File: src/rtl/gate_label_sequencer_pkg.sv
// Shared types and constants for the gate label sequencer and its label store.
// Optional feature macro: GATE_FREE_XOR_EN (free-XOR bypass of the evaluator).
package gate_label_sequencer_pkg;

  localparam int WIRE_ID_W = 13;
  localparam int LABEL_W   = 128;

  localparam logic GATE_AND = 1'b0;
  localparam logic GATE_XOR = 1'b1;

  typedef logic [WIRE_ID_W-1:0] wire_id_t;
  typedef logic [LABEL_W-1:0]   label_t;

  typedef enum logic [3:0] {
    ST_IDLE    = 4'd0,
    ST_RD_A    = 4'd1,
    ST_WAIT_A  = 4'd2,
    ST_RD_B    = 4'd3,
    ST_WAIT_B  = 4'd4,
    ST_EVAL    = 4'd5,
    ST_RESULT  = 4'd6,
    ST_WR      = 4'd7,
    ST_WAIT_WR = 4'd8
  } state_t;

  // Free-XOR output label: the XOR of the two input labels.
  function automatic label_t free_xor_label(input label_t a, input label_t b);
    return a ^ b;
  endfunction

endpackage

File: src/rtl/gate_label_sequencer_if.sv
// Bus bundle between the gate source, the sequencer, the label store and the
// gate evaluator. master = sequencer view, slave = peer (store/source/evaluator) view.
interface gate_label_sequencer_if;
  import gate_label_sequencer_pkg::*;

  // gate descriptor handshake
  logic     gate_valid;
  logic     gate_ready;
  logic     gate_type;
  wire_id_t gate_in_a;
  wire_id_t gate_in_b;
  wire_id_t gate_out;

  // label_array request/response
  wire_id_t la_wire_id;
  logic     la_id_strobe;
  logic     la_wr_en;
  label_t   la_label_in;
  label_t   la_label_out;
  logic     la_done;

  // evaluator input labels
  logic     eval_valid;
  logic     eval_ready;
  label_t   eval_label_a;
  label_t   eval_label_b;

  // evaluator result
  logic     res_valid;
  logic     res_ready;
  label_t   res_label;

  modport master (
    input  gate_valid, gate_type, gate_in_a, gate_in_b, gate_out,
    output gate_ready,
    output la_wire_id, la_id_strobe, la_wr_en, la_label_in,
    input  la_label_out, la_done,
    output eval_valid, eval_label_a, eval_label_b,
    input  eval_ready,
    input  res_valid, res_label,
    output res_ready
  );

  modport slave (
    output gate_valid, gate_type, gate_in_a, gate_in_b, gate_out,
    input  gate_ready,
    input  la_wire_id, la_id_strobe, la_wr_en, la_label_in,
    output la_label_out, la_done,
    input  eval_valid, eval_label_a, eval_label_b,
    output eval_ready,
    output res_valid, res_label,
    input  res_ready
  );

endinterface

File: src/rtl/gate_label_sequencer.sv
// Per-gate control stage in front of the wire-label store: reads the two input
// labels of a gate, hands them to the evaluator, and writes the result label
// back at the gate's output wire. Gates are processed strictly one at a time.
// Optional feature macro: GATE_FREE_XOR_EN -- XOR gates bypass the evaluator
// and write label_a ^ label_b directly.
module gate_label_sequencer
  import gate_label_sequencer_pkg::*;
(
  input  logic                   clk,
  input  logic                   rst,
  gate_label_sequencer_if.master bus,
  output logic                   busy
);

  state_t   r_state;
  logic     r_gate_type;
  wire_id_t r_in_b;
  wire_id_t r_out;
  label_t   r_label_a;

  logic     r_gate_ready;
  wire_id_t r_la_wire_id;
  logic     r_la_strobe;
  logic     r_la_wr_en;
  label_t   r_la_label_in;
  logic     r_eval_valid;
  label_t   r_eval_a;
  label_t   r_eval_b;
  logic     r_res_ready;
  logic     r_busy;

  logic     w_free_xor;

`ifdef GATE_FREE_XOR_EN
  assign w_free_xor = (r_gate_type == GATE_XOR);
`else
  // Every gate goes through the evaluator; the latched type is not consulted.
  assign w_free_xor = r_gate_type & 1'b0;
`endif

  assign bus.gate_ready   = r_gate_ready;
  assign bus.la_wire_id   = r_la_wire_id;
  assign bus.la_id_strobe = r_la_strobe;
  assign bus.la_wr_en     = r_la_wr_en;
  assign bus.la_label_in  = r_la_label_in;
  assign bus.eval_valid   = r_eval_valid;
  assign bus.eval_label_a = r_eval_a;
  assign bus.eval_label_b = r_eval_b;
  assign bus.res_ready    = r_res_ready;
  assign busy             = r_busy;

  // Gate FSM with registered outputs; request fields stay put between a strobe and its done.
  always_ff @(posedge clk) begin
    if (rst) begin
      r_state       <= ST_IDLE;
      r_gate_type   <= GATE_AND;
      r_in_b        <= '0;
      r_out         <= '0;
      r_label_a     <= '0;
      r_gate_ready  <= 1'b0;
      r_la_wire_id  <= '0;
      r_la_strobe   <= 1'b0;
      r_la_wr_en    <= 1'b0;
      r_la_label_in <= '0;
      r_eval_valid  <= 1'b0;
      r_eval_a      <= '0;
      r_eval_b      <= '0;
      r_res_ready   <= 1'b0;
      r_busy        <= 1'b0;
    end else begin
      r_la_strobe <= 1'b0;
      case (r_state)
        ST_IDLE: begin
          if (r_gate_ready && bus.gate_valid) begin
            // Input A's wire id is held in the address register itself.
            r_gate_type  <= bus.gate_type;
            r_in_b       <= bus.gate_in_b;
            r_out        <= bus.gate_out;
            r_gate_ready <= 1'b0;
            r_busy       <= 1'b1;
            r_la_strobe  <= 1'b1;
            r_la_wire_id <= bus.gate_in_a;
            r_la_wr_en   <= 1'b0;
            r_state      <= ST_RD_A;
          end else begin
            r_gate_ready <= 1'b1;
          end
        end
        ST_RD_A: begin
          r_state <= ST_WAIT_A;
        end
        ST_WAIT_A: begin
          if (bus.la_done) begin
            r_label_a    <= bus.la_label_out;
            r_la_strobe  <= 1'b1;
            r_la_wire_id <= r_in_b;
            r_la_wr_en   <= 1'b0;
            r_state      <= ST_RD_B;
          end
        end
        ST_RD_B: begin
          r_state <= ST_WAIT_B;
        end
        ST_WAIT_B: begin
          if (bus.la_done) begin
            r_eval_a <= r_label_a;
            r_eval_b <= bus.la_label_out;
            if (w_free_xor) begin
              r_la_label_in <= free_xor_label(r_label_a, bus.la_label_out);
              r_la_strobe   <= 1'b1;
              r_la_wire_id  <= r_out;
              r_la_wr_en    <= 1'b1;
              r_state       <= ST_WR;
            end else begin
              r_eval_valid <= 1'b1;
              r_state      <= ST_EVAL;
            end
          end
        end
        ST_EVAL: begin
          if (bus.eval_ready) begin
            r_eval_valid <= 1'b0;
            r_res_ready  <= 1'b1;
            r_state      <= ST_RESULT;
          end
        end
        ST_RESULT: begin
          if (bus.res_valid) begin
            r_res_ready   <= 1'b0;
            r_la_label_in <= bus.res_label;
            r_la_strobe   <= 1'b1;
            r_la_wire_id  <= r_out;
            r_la_wr_en    <= 1'b1;
            r_state       <= ST_WR;
          end
        end
        ST_WR: begin
          r_state <= ST_WAIT_WR;
        end
        ST_WAIT_WR: begin
          if (bus.la_done) begin
            r_gate_ready <= 1'b1;
            r_busy       <= 1'b0;
            r_state      <= ST_IDLE;
          end
        end
        default: begin
          r_gate_ready <= 1'b0;
          r_eval_valid <= 1'b0;
          r_res_ready  <= 1'b0;
          r_busy       <= 1'b0;
          r_state      <= ST_IDLE;
        end
      endcase
    end
  end

endmodule

File: src/flat_wrapper.sv
// flat-port wrapper written by rule: the top's interface ports become plain ports
module gate_label_sequencer_flat import gate_label_sequencer_pkg::*;
  (clk, rst, busy, bus_gate_valid, bus_gate_type, bus_gate_in_a, bus_gate_in_b, bus_gate_out, bus_gate_ready, bus_la_wire_id, bus_la_id_strobe, bus_la_wr_en, bus_la_label_in, bus_la_label_out, bus_la_done, bus_eval_valid, bus_eval_label_a, bus_eval_label_b, bus_eval_ready, bus_res_valid, bus_res_label, bus_res_ready);
  gate_label_sequencer_if bus_i ();
  input  logic clk;
  input  logic rst;
  output logic busy;
  input wire logic [$bits(bus_i.gate_valid)-1:0] bus_gate_valid;
  input wire logic [$bits(bus_i.gate_type)-1:0] bus_gate_type;
  input wire logic [$bits(bus_i.gate_in_a)-1:0] bus_gate_in_a;
  input wire logic [$bits(bus_i.gate_in_b)-1:0] bus_gate_in_b;
  input wire logic [$bits(bus_i.gate_out)-1:0] bus_gate_out;
  output wire logic [$bits(bus_i.gate_ready)-1:0] bus_gate_ready;
  output wire logic [$bits(bus_i.la_wire_id)-1:0] bus_la_wire_id;
  output wire logic [$bits(bus_i.la_id_strobe)-1:0] bus_la_id_strobe;
  output wire logic [$bits(bus_i.la_wr_en)-1:0] bus_la_wr_en;
  output wire logic [$bits(bus_i.la_label_in)-1:0] bus_la_label_in;
  input wire logic [$bits(bus_i.la_label_out)-1:0] bus_la_label_out;
  input wire logic [$bits(bus_i.la_done)-1:0] bus_la_done;
  output wire logic [$bits(bus_i.eval_valid)-1:0] bus_eval_valid;
  output wire logic [$bits(bus_i.eval_label_a)-1:0] bus_eval_label_a;
  output wire logic [$bits(bus_i.eval_label_b)-1:0] bus_eval_label_b;
  input wire logic [$bits(bus_i.eval_ready)-1:0] bus_eval_ready;
  input wire logic [$bits(bus_i.res_valid)-1:0] bus_res_valid;
  input wire logic [$bits(bus_i.res_label)-1:0] bus_res_label;
  output wire logic [$bits(bus_i.res_ready)-1:0] bus_res_ready;
  assign bus_i.gate_valid = bus_gate_valid;
  assign bus_i.gate_type = bus_gate_type;
  assign bus_i.gate_in_a = bus_gate_in_a;
  assign bus_i.gate_in_b = bus_gate_in_b;
  assign bus_i.gate_out = bus_gate_out;
  assign bus_gate_ready = bus_i.gate_ready;
  assign bus_la_wire_id = bus_i.la_wire_id;
  assign bus_la_id_strobe = bus_i.la_id_strobe;
  assign bus_la_wr_en = bus_i.la_wr_en;
  assign bus_la_label_in = bus_i.la_label_in;
  assign bus_i.la_label_out = bus_la_label_out;
  assign bus_i.la_done = bus_la_done;
  assign bus_eval_valid = bus_i.eval_valid;
  assign bus_eval_label_a = bus_i.eval_label_a;
  assign bus_eval_label_b = bus_i.eval_label_b;
  assign bus_i.eval_ready = bus_eval_ready;
  assign bus_i.res_valid = bus_res_valid;
  assign bus_i.res_label = bus_res_label;
  assign bus_res_ready = bus_i.res_ready;
  gate_label_sequencer u_core (.clk(clk), .rst(rst), .bus(bus_i), .busy(busy));
endmodule
File: config.mk
export PLATFORM = sky130hd
export DESIGN_NAME = gate_label_sequencer_flat
export DESIGN_NICKNAME = d
export VERILOG_FILES = /design/src/rtl/gate_label_sequencer_pkg.sv /design/src/rtl/gate_label_sequencer_if.sv /design/src/rtl/gate_label_sequencer.sv /design/src/flat_wrapper.sv
export SDC_FILE = /design/constraint.sdc
export NUM_CORES = 1
export LEC_CHECK = 0
export CORE_AREA = 2 2 278 280
export DETAILED_ROUTE_END_ITERATION = 10
export DIE_AREA = 0 0 280 282
export GPL_TIMING_DRIVEN = 0
export SLEW_MARGIN = 15
export SYNTH_ARGS = -nofsm -noshare
export SYNTH_HDL_FRONTEND = slang
export SYNTH_SLANG_ARGS = --single-unit
File: constraint.sdc
create_clock -name clk -period 3.6 [get_ports clk]
set_clock_uncertainty 0.2 [all_clocks]
set_input_delay 0.72 -clock clk [delete_from_list [all_inputs] [get_ports clk]]
set_output_delay 0.72 -clock clk [all_outputs]
set_load 0.005 [all_outputs]
==> flow_metrics.py, run 1 <==
metrics = {
    "run_status": {
        "status": "finished clean",
    },
    "timing": {
        "holdWs_ns": 0.2400,
        "timing.final.crit_period_ns": 3.193,
        "fin_crit_sh_pct": 88.70,
        "finalSetupViolCount": 0,
        "slew_violations": 0,
        "fin_tns_setup_ns": 0,
        "hold_viol_final": 0,
        "tightestPinTransition_ns": 1.186,
        "rsz0062_at_grt": "no",
        "fmax_mhz": 313.2,
        "max_slew_margin_pct": 20.96,
    },
    "setup_path": {
        "endpoint_kind": "flip-flop",
        "cp_slowest_cell": "clkbuf_1",
        "required_ns": 3.84,
        "max_stage_delay_ns": 0.94,
        "cpMostUsedCell": "clkbuf_1",
        "crit_fanout": 10,
        "arrival_ns": 3.43,
        "crit_family": "buffers and inverters",
        "worst-path-buf-inv": 4,
        "crit_chain": "clkdlybuf4s50_1 > clkbuf_1 > clkbuf_1 > clkbuf_1 > a21oi_1",
        "worstSetupPathType": "primary input to flip-flop",
        "start_kind": "primary input",
    },
    "logic_synthesis": {
        "synth_async_sr_flop_share_pct": 0,
        "ys.flop_type": "dfxtp_1",
        "synth_mux_area_share_pct": 0.1083,
        "synth-compound-area-share_pct": 15.84,
        "syn-num-nets": 2785,
        "synth_fa_ha_area_share_pct": 0,
        "synth_most_common_cell": "nand2_1",
        "yosysTopAreaCellShare_pct": 57.20,
        "yosysSeqAreaShare_pct": 57.20,
        "synthXorXnorAreaFrac_pct": 0.04461,
        "postSynthAreaPerCell_um2": 7.907,
        "synth.top_cells.by_area": "dfxtp_1, nand2_1, a21oi_1",
        "yosysWarnings": 0,
        "synthTopCellsByCount": "nand2_1, dfxtp_1, a21oi_1, clkbuf_1, buf_2",
        "synth_seq_cells": 561,
        "syn_area_um2": 19630,
        "synth_cell_type_count": 42,
        "synth_enable_flop_cells": 0,
        "yosys.area_share.simple_pct": 22.39,
        "yosysTopAreaCell": "dfxtp_1",
        "synth_top_family_by_area": "simple AND/OR/NAND/NOR gates",
        "synthesis.instances": 2483,
    },
    "power": {
        "power_density_nw_per_um2": 471.6,
        "finalPower_w": 0.01417,
        "p_leak_nw": 9.914,
        "vdd_drop_max_mv": 0.3380,
    },
    "die": {
        "die_x_um": 280,
        "coreArea_um2": 75700,
        "die_h_um": 282,
        "io-pin-count": 705,
        "rows": 101,
        "dieArea_um2": 78960,
        "start_util_pct": 25.94,
    },
    "routing": {
        "wl_um": 82860,
        "first_iter_violations": 1073,
        "viasPerCell": 4.568,
        "wl_per_cell_um": 19.37,
        "antenna_left": 0,
        "drt_first_pass_iters": 5,
        "num_vias": 19540,
        "drc": 0,
    },
    "cts": {
        "cts_root_buf": "clkbuf_16",
        "cts_tree": "done",
        "cts.htree.levels": 2,
        "cts_num_sinks": 561,
        "clk_path_buf_depth": 3,
        "postCtsSetupRepairBufs": 0,
        "cts_buffers": 61,
        "post_cts_resized": 0,
        "clk_pin_slew_ns": 0.06,
        "cts-hold-fix-buffers": 0,
        "worstSkewPairLatency_ns": 0.62,
    },
    "finish": {
        "fill_cells": 7942,
        "fin_nets": 3550,
        "area_growth_pct": 53.08,
        "stdcell_area_um2": 30060,
        "drive_gt1_share_pct": 5.738,
        "final_util_pct": 39.70,
    },
    "placement": {
        "gp_congestion": 0.8578,
        "post-dp-hpwl_um": 62910,
        "place.port_buffers": 702,
        "placed_cell_area_um2": 27890,
    },
    "global_route": {
        "antenna_found_initial": 6,
        "grt_max_degree": 16,
        "grt_pass1_wl_um": 119200,
        "grtUsageTotal_pct": 20.09,
        "grt_pass1_vias": 18880,
        "overflow": 0,
    },
    "run": {
        "maxCapViolations": 0,
    },
    "min_path": {
        "min_path_type": "flip-flop to flip-flop",
    },
}
[routing by layer]
metal  up-vias  wire (um)  global-route usage (%)
met5         -         44                       0
met4         6       2919                   7.857
met3       143       7789                   6.911
met2       731      39060                   34.35
met1      9064      33050                   23.01
li1       9598          -                       -
[cells by family after synthesis]
logic type      count (synthesis)
simple gates                 1135
flops                         561
buf+inv                       198
mux                             2
compound gates                586
xor+xnor                        1
[placed cells by master (no fill, tap or decap), types with 2 or more instances in the layout]
cell type,Yosys,routed
nand2_1,1081,1081
clkdlybuf4s50_1,0,702
dfxtp_1,561,561
a21oi_1,546,546
clkbuf_1,121,121
clkbuf_16,0,63
buf_2,59,59
nor2_1,18,18
clkbuf_8,0,15
nor3b_1,12,12
a221oi_1,12,12
clkinv_2,0,10
buf_1,8,8
bufinv_16,0,8
clkbuf_2,0,7
a211oi_2,7,7
a211oi_1,7,7
diode_2,0,6
buf_6,6,6
clkinvlp_4,0,4
nor3_1,3,3
inv_1,3,3
nand2b_1,3,3
o21ai_0,3,3
nor2b_1,2,2
or3_1,2,2
nand4b_1,2,2
o32a_1,2,2
a2111oi_0,2,2
and2_1,2,2
or2_2,2,2
inv_6,0,2
[path summary, 6_finish.rpt]
path / depth (start not counted) / slack, ns / start / to
setup reg to reg: 7 / 0.71 / u_core.r_state[2] / u_core.bus.eval_label_b[5]
hold reg to reg: 2 / 0.24 / u_core.r_label_a[37] / u_core.bus.eval_label_a[37]
setup / recovery: 5 / 0.41 / rst / u_core.r_in_b[0]
hold / removal: 2 / 0.24 / u_core.r_label_a[37] / u_core.bus.eval_label_a[37]
[tightest hold or removal path: stages, from the launching register on]
cell	delay, ns
dfxtp_1	0.31
nand2_1	0.05
a21oi_1	0.05
[area by class of cell]
class	instances	area, um2	area share [%]
antenna	6	15.01	0.04996
buffer	195	863.3	2.872
clock buffer	85	1809	6.020
clock inverter	24	337.8	1.124
inverter	3	11.26	0.03747
multi-input combinational	1724	7537	25.08
sequential	561	11230	37.37
tap	978	1224	4.071
timing repair buffer	702	7027	23.38
[metrics by stage]
step | worst slack (ns) | cells
after floorplan | 1.571 | 2483
final | 0.4069 | 4278
after CTS | 0.4022 | 4272
after detailed placement | -0.2739 | 4163
after global routing | 0.3147 | 4274
after global placement | -0.6674 | 4163
[flip-flops by register name, indices dropped and copies added (netlist names), 4 cells and up]
signal / count
u_core.bus.eval_label_a: 128
u_core.r_in_b: 13
u_core.bus.la_label_in: 128
u_core.bus.la_wire_id: 13
u_core.r_out: 13
u_core.r_state: 4
u_core.bus.eval_label_b: 128
u_core.r_label_a: 128
[where the power goes]
group          leakage (nW)  internal, W  switching (W)
clock network          1.05      0.00405        0.00265
registers              4.52      0.00632      0.0000639
logic                  4.33     0.000516       0.000564
Note: power is estimated with default switching activity, not from simulation.
==> run 2, diff against run 1 <==
--- a/config.mk
+++ b/config.mk
@@ -5,9 +5,9 @@
 export SDC_FILE = /design/constraint.sdc
 export NUM_CORES = 1
 export LEC_CHECK = 0
-export CORE_AREA = 2 2 278 280
+export CORE_AREA = 2 2 275 277
 export DETAILED_ROUTE_END_ITERATION = 10
-export DIE_AREA = 0 0 280 282
+export DIE_AREA = 0 0 277 279
 export GPL_TIMING_DRIVEN = 0
 export SLEW_MARGIN = 15
 export SYNTH_ARGS = -nofsm -noshare
==> flow_metrics.py, run 2 (synthesis gave the netlist of run 1 again) <==
metrics = {
    "finish": {
        "drive_gt1_share_pct": 5.488,
        "fin_nets": 3550,
        "final_common_cell": "nand2_1",
        "final_cell_mix": "nand2_1, clkdlybuf4s50_1, dfxtp_1",
        "final_util_pct": 40.48,
        "area_growth_pct": 52.71,
    },
    "cts": {
        "cts_root_buf": "clkbuf_16",
        "clk_path_buf_depth": 3,
        "cts_buffers": 61,
        "post_cts_resized": 0,
        "clk_pin_slew_ns": 0.06,
        "cts_tree": "done",
        "cts.htree.levels": 2,
        "cts_num_sinks": 561,
        "postCtsSetupRepairBufs": 0,
        "cts-hold-fix-buffers": 0,
        "worstSkewPairLatency_ns": 0.61,
    },
    "setup_path": {
        "r2r_setup_slack_ns": 0.67,
        "regToRegStartpoint": "u_core.r_state[2]",
        "worstSetupPathType": "flip-flop to flip-flop",
        "crit_family": "buffers and inverters",
        "required_ns": 3.93,
        "endpoint_kind": "flip-flop",
        "r2r_end": "u_core.bus.eval_label_b[0]",
        "crit_fanout": 10,
        "cp_slowest_cell": "clkbuf_1",
        "max_stage_delay_ns": 0.80,
        "crit_chain": "buf_6 > nor2b_1 > nand3_1 > clkbuf_1 > clkbuf_1 > nand2_1 > a21oi_1",
        "arrival_ns": 3.26,
        "reg2reg_depth": 7,
        "cpMostUsedCell": "clkbuf_1",
        "worst-path-buf-inv": 3,
        "start_kind": "flip-flop",
    },
    "routing": {
        "num_vias": 19490,
        "drc": 0,
        "viasPerCell": 4.562,
        "drt_first_pass_iters": 5,
        "antenna_left": 0,
        "wl_per_cell_um": 19.58,
        "wl_um": 83630,
        "first_iter_violations": 961,
    },
    "min_path": {
        "holdPathEnd": "u_core.bus.eval_label_a[103]",
        "min_from": "u_core.r_label_a[103]",
        "min_path_cells": 2,
        "min_path_type": "flip-flop to flip-flop",
    },
    "timing": {
        "fmax_mhz": 341.5,
        "holdWs_ns": 0.2455,
        "tightestPinTransition_ns": 0.9926,
        "max_slew_margin_pct": 33.82,
        "fin_tns_setup_ns": 0,
        "slew_violations": 0,
        "fin_crit_sh_pct": 81.35,
        "rsz0062_at_grt": "no",
        "timing.final.crit_period_ns": 2.928,
        "hold_viol_final": 0,
        "finalSetupViolCount": 0,
    },
    "power": {
        "vdd_drop_max_mv": 0.4035,
        "power_density_nw_per_um2": 467.4,
        "p_leak_nw": 9.863,
    },
    "global_route": {
        "overflow": 0,
        "grt_max_degree": 16,
        "grt_pass1_wl_um": 122000,
        "grt_pass1_vias": 19040,
        "grtUsageTotal_pct": 20.75,
        "antenna_found_initial": 6,
    },
    "die": {
        "die_x_um": 277,
        "die_h_um": 279,
        "rows": 100,
        "start_util_pct": 26.51,
        "dieArea_um2": 77280,
        "io-pin-count": 705,
        "coreArea_um2": 74070,
    },
    "placement": {
        "post-dp-hpwl_um": 63580,
        "gp_congestion": 0.9040,
        "place.port_buffers": 702,
    },
    "run_status": {
        "status": "finished clean",
    },
    "run": {
        "maxCapViolations": 0,
    },
}
==> run 2: cell type report <==
cell class | count | area [um2]
clock inverter | 19 | 272.8
multi-input combinational | 1724 | 7537
inverter | 3 | 11.26
sequential | 561 | 11230
buffer | 195 | 859.6
antenna | 5 | 12.51
clock buffer | 94 | 1821
tap | 969 | 1212
fill | 7733 | 44090
timing repair buffer | 702 | 7027
==> run 2: layer usage <==
layer / vias to the layer above / part of all wire [%] / routed length, um / track usage, %
li1: 9588 / - / - / -
met1: 9058 / 40 / 33570 / 24.12
met2: 722 / 48 / 40260 / 36.01
met3: 118 / 8.3 / 6977 / 6.435
met4: 2 / 3.4 / 2812 / 7.246
met5: - / 0.016 / 13 / 0
==> run 2: worst min-delay path, stage by stage, from the launching register on <==
cell and delay (ns):
dfxtp_1 0.31, nand2_1 0.05, a21oi_1 0.05
==> run 2: through the flow <==
step,total power (W),instance area (um2),instances,setup slack [ns]
after global routing,0.01451,29980,4271,0.3250
final,0.01401,29980,4272,0.6716
after global placement,0.007604,27870,4154,-0.2993
after CTS,0.01416,29970,4267,0.4200
after floorplan,0.006924,19630,2483,1.571
after detailed placement,0.007606,27880,4154,-0.1177
==> run 2: where the power goes <==
| part | leakage, nW | total [W] | internal [W] | switching, W |
|---|---|---|---|---|
| Sequential | 4.52 | 0.00639 | 0.00632 | 0.0000636 |
| Clock | 1.01 | 0.00655 | 0.00390 | 0.00265 |
| Combinational | 4.33 | 0.00108 | 0.000516 | 0.000561 |
| Total | 9.86 | 0.0140 | 0.0107 | 0.00328 |
==> run 2: how the worst max path moves through the flow <==
stage | end | cells past startpoint | slack [ns] | startpoint
after global routing | u_core.bus.eval_label_b[6] | 7 | 0.33 | u_core.r_state[2]
after floorplan | u_core.r_label_a[107] | 6 | 1.57 | bus_la_done
after detailed placement | u_core.bus.eval_label_a[126] | 5 | -0.12 | rst
after CTS | u_core.bus.eval_label_b[5] | 7 | 0.42 | u_core.r_state[2]
final | u_core.bus.eval_label_b[0] | 7 | 0.67 | u_core.r_state[2]
after global placement | u_core.bus.eval_label_b[6] | 5 | -0.30 | rst
==> RTL change: new RTL, flow settings as in run 1 <==
Set the package constant `WIRE_ID_W` to 17 (it was 13).
--- a/src/rtl/gate_label_sequencer_pkg.sv
+++ b/src/rtl/gate_label_sequencer_pkg.sv
@@ -2,7 +2,7 @@
 // Optional feature macro: GATE_FREE_XOR_EN (free-XOR bypass of the evaluator).
 package gate_label_sequencer_pkg;
 
-  localparam int WIRE_ID_W = 13;
+  localparam int WIRE_ID_W = 17;
   localparam int LABEL_W   = 128;
 
   localparam logic GATE_AND = 1'b0;
Interface: changed (resized bus_gate_in_a, bus_gate_in_b, bus_gate_out and bus_la_wire_id); port bits go from 705 to 721. The function was not compared with the original's and may differ.
==> RTL change against run 1 <==
Core utilization increased by 0.78 points; final area increased by 2.0%; synthesized area is 2.2% higher; critical path depth grew 1; count of clock-buffer cells in the layout increased by 11; setup slack better by 0.31 ns; sequential cell count grew 12; non-clock buffer count rose by 18; sequential share of layout area is 0.062 points higher; power increased by 0.32%; sequential power rose by 2%; routed wire length up 1.5%; cell count is 2.2% higher.
==> RTL change: results (changes against run 1) <==
stage;metric;value;unit;change
status;status;finished clean;;unchanged
clock_tree;clkLatencyLatePin;0.60;ns;was 0.62 ns
global_route;grt_util_met3;6.173;%;was 6.911%
timing;hold_ws;0.2376;ns;was 0.2400 ns
synth;synth.avg_cell_area;7.872;um2;was 7.907 um2
routing;drt-initial-drc-count;900;;was 1073
place;numPortBuffers;717;;was 702
routing;firstDrtPassIters;5;;unchanged
clock_tree;cts_setup_buffers;0;;unchanged
synth;synth_area_leaders;dfxtp_1 (57%), nand2_1 (21%), a21oi_1 (14%), clkbuf_1 (2.4%), buf_2 (1.2%);;was dfxtp_1 (57%), nand2_1 (21%), a21oi_1 (14%), clkbuf_1 (2.3%), buf_2 (1.5%)
place;gp_congestion;0.8462;;was 0.8578
routing;via_count;19690;;was 19540
synth;synth_top_cell_area_share;57.15;%;was 57.20%
power;seq_power;6510;uW;was 6390 uW
clock_tree;h-tree-depth;3;;was 2
global_route;grt_use_met2;36.11;%;was 34.35%
final_layout;fill_cells;7904;;was 7942
synth;yosys.cell_types.count;32;;was 42
synth;ys_seq_area_share;57.15;%;was 57.20%
place;placed_cell_area;28480;um2;was 27890 um2
synth;synth_common_cells;nand2_1 (1127), dfxtp_1 (573), a21oi_1 (571);;was nand2_1 (1081), dfxtp_1 (561), a21oi_1 (546)
critical_path;cp.arrival;3.19;ns;was 3.43 ns
critical_path;cpMaxStageDelayCell;clkbuf_1;;unchanged
power;switching_share;23.84;%;was 23.16%
final_layout;drive_gt1_share;5.204;%;was 5.738%
synth;synth_nets;2864;;was 2785
timing;fin_ws;0.7123;ns;was 0.4069 ns
critical_path;critPathMaxFanout;10;;unchanged
clock_tree;clkSlewWorstSetupHoldPaths;0.06;ns;about the same
final_layout;nets;3650;;was 3550
global_route;grt_pass1_vias;18970;;was 18880
critical_path;slowest_delay;0.80;ns;was 0.94 ns
global_route;grt_pass1_wl;120900;um;was 119200 um
place;dp.cells;4245;;was 4163
global_route;antenna_found_initial;13;;was 6
final_layout;multiInputGateArea;7681;um2;was 7537 um2
final_layout;stdcell_count;4370;;was 4278
worst_hold_path;holdCritPathClass;reg2reg;;unchanged
routing;wire_per_inst;19.24;um;was 19.37 um
global_route;grt_usage;20.45;%;was 20.09%
clock_tree;numCtsBuffers;67;;was 61
power;irDropWorstVdd;0.3138;mV;was 0.3380 mV
power;power_leakage;0.01008;uW;was 0.009914 uW
global_route;met1_usage;23.34;%;was 23.01%
global_route;grt_max_degree;14;;was 16
place;place_ws;0.3224;ns;was -0.2739 ns
power;p_int;10830;uW;was 10890 uW
timing;slew_headroom;25.22;%;was 20.96%
place;hpwl;64090;um;was 62910 um
[RTL change: critical path: cells and delay by family, from the launching register on]
kind	cells	cell delay, ns
flip-flops	1	0.46
AND/OR/NAND/NOR	2	0.33
AO/OA/AOI/OAI	1	0.15
buffers and inverters	3	1.63
[RTL change: metal layers]
| metal | share of wire (%) | vias up |
|---|---|---|
| met4 | 2.5 | 2 |
| met3 | 8.0 | 119 |
| met5 | 0.014 | - |
| li1 | - | 9840 |
| met2 | 50 | 639 |
| met1 | 40 | 9092 |
[RTL change: path summary, 6_finish.rpt]
check / cells past startpoint / from / to
setup reg to reg: 6 / u_core.r_state[2]$_SDFFE_PP0P_ / u_core.r_label_a[18]$_SDFFE_PP0P_
hold / removal: 2 / u_core.r_label_a[27]$_SDFFE_PP0P_ / u_core.bus.eval_label_a[27]$_SDFFE_PP0P_
setup / recovery: 6 / u_core.r_state[2]$_SDFFE_PP0P_ / u_core.r_label_a[18]$_SDFFE_PP0P_
hold reg to reg: 2 / u_core.r_label_a[27]$_SDFFE_PP0P_ / u_core.bus.eval_label_a[27]$_SDFFE_PP0P_
[RTL change: final cells by class]
cell class                 instances  area share (%)
inverter                           3         0.03674
antenna                           10         0.08165
sequential                       573           37.43
clock inverter                    19          0.5022
clock buffer                      96           6.491
tap                              978           3.993
buffer                           198           2.984
timing repair buffer             717           23.42
multi-input combinational       1776           25.06
[RTL change: logic make-up (layout without fill, tap and decap cells)]
group	Yosys count	after routing	synth area share, %
and+or+nand+nor	1156	1156	21.97
AOI/OAI and AO/OA	601	601	15.35
DFF	573	573	57.15
buffers and inverters	201	1033	4.588
muxes	18	18	0.8976
xor gates and xnor gates	1	1	0.04364
other	0	10	0
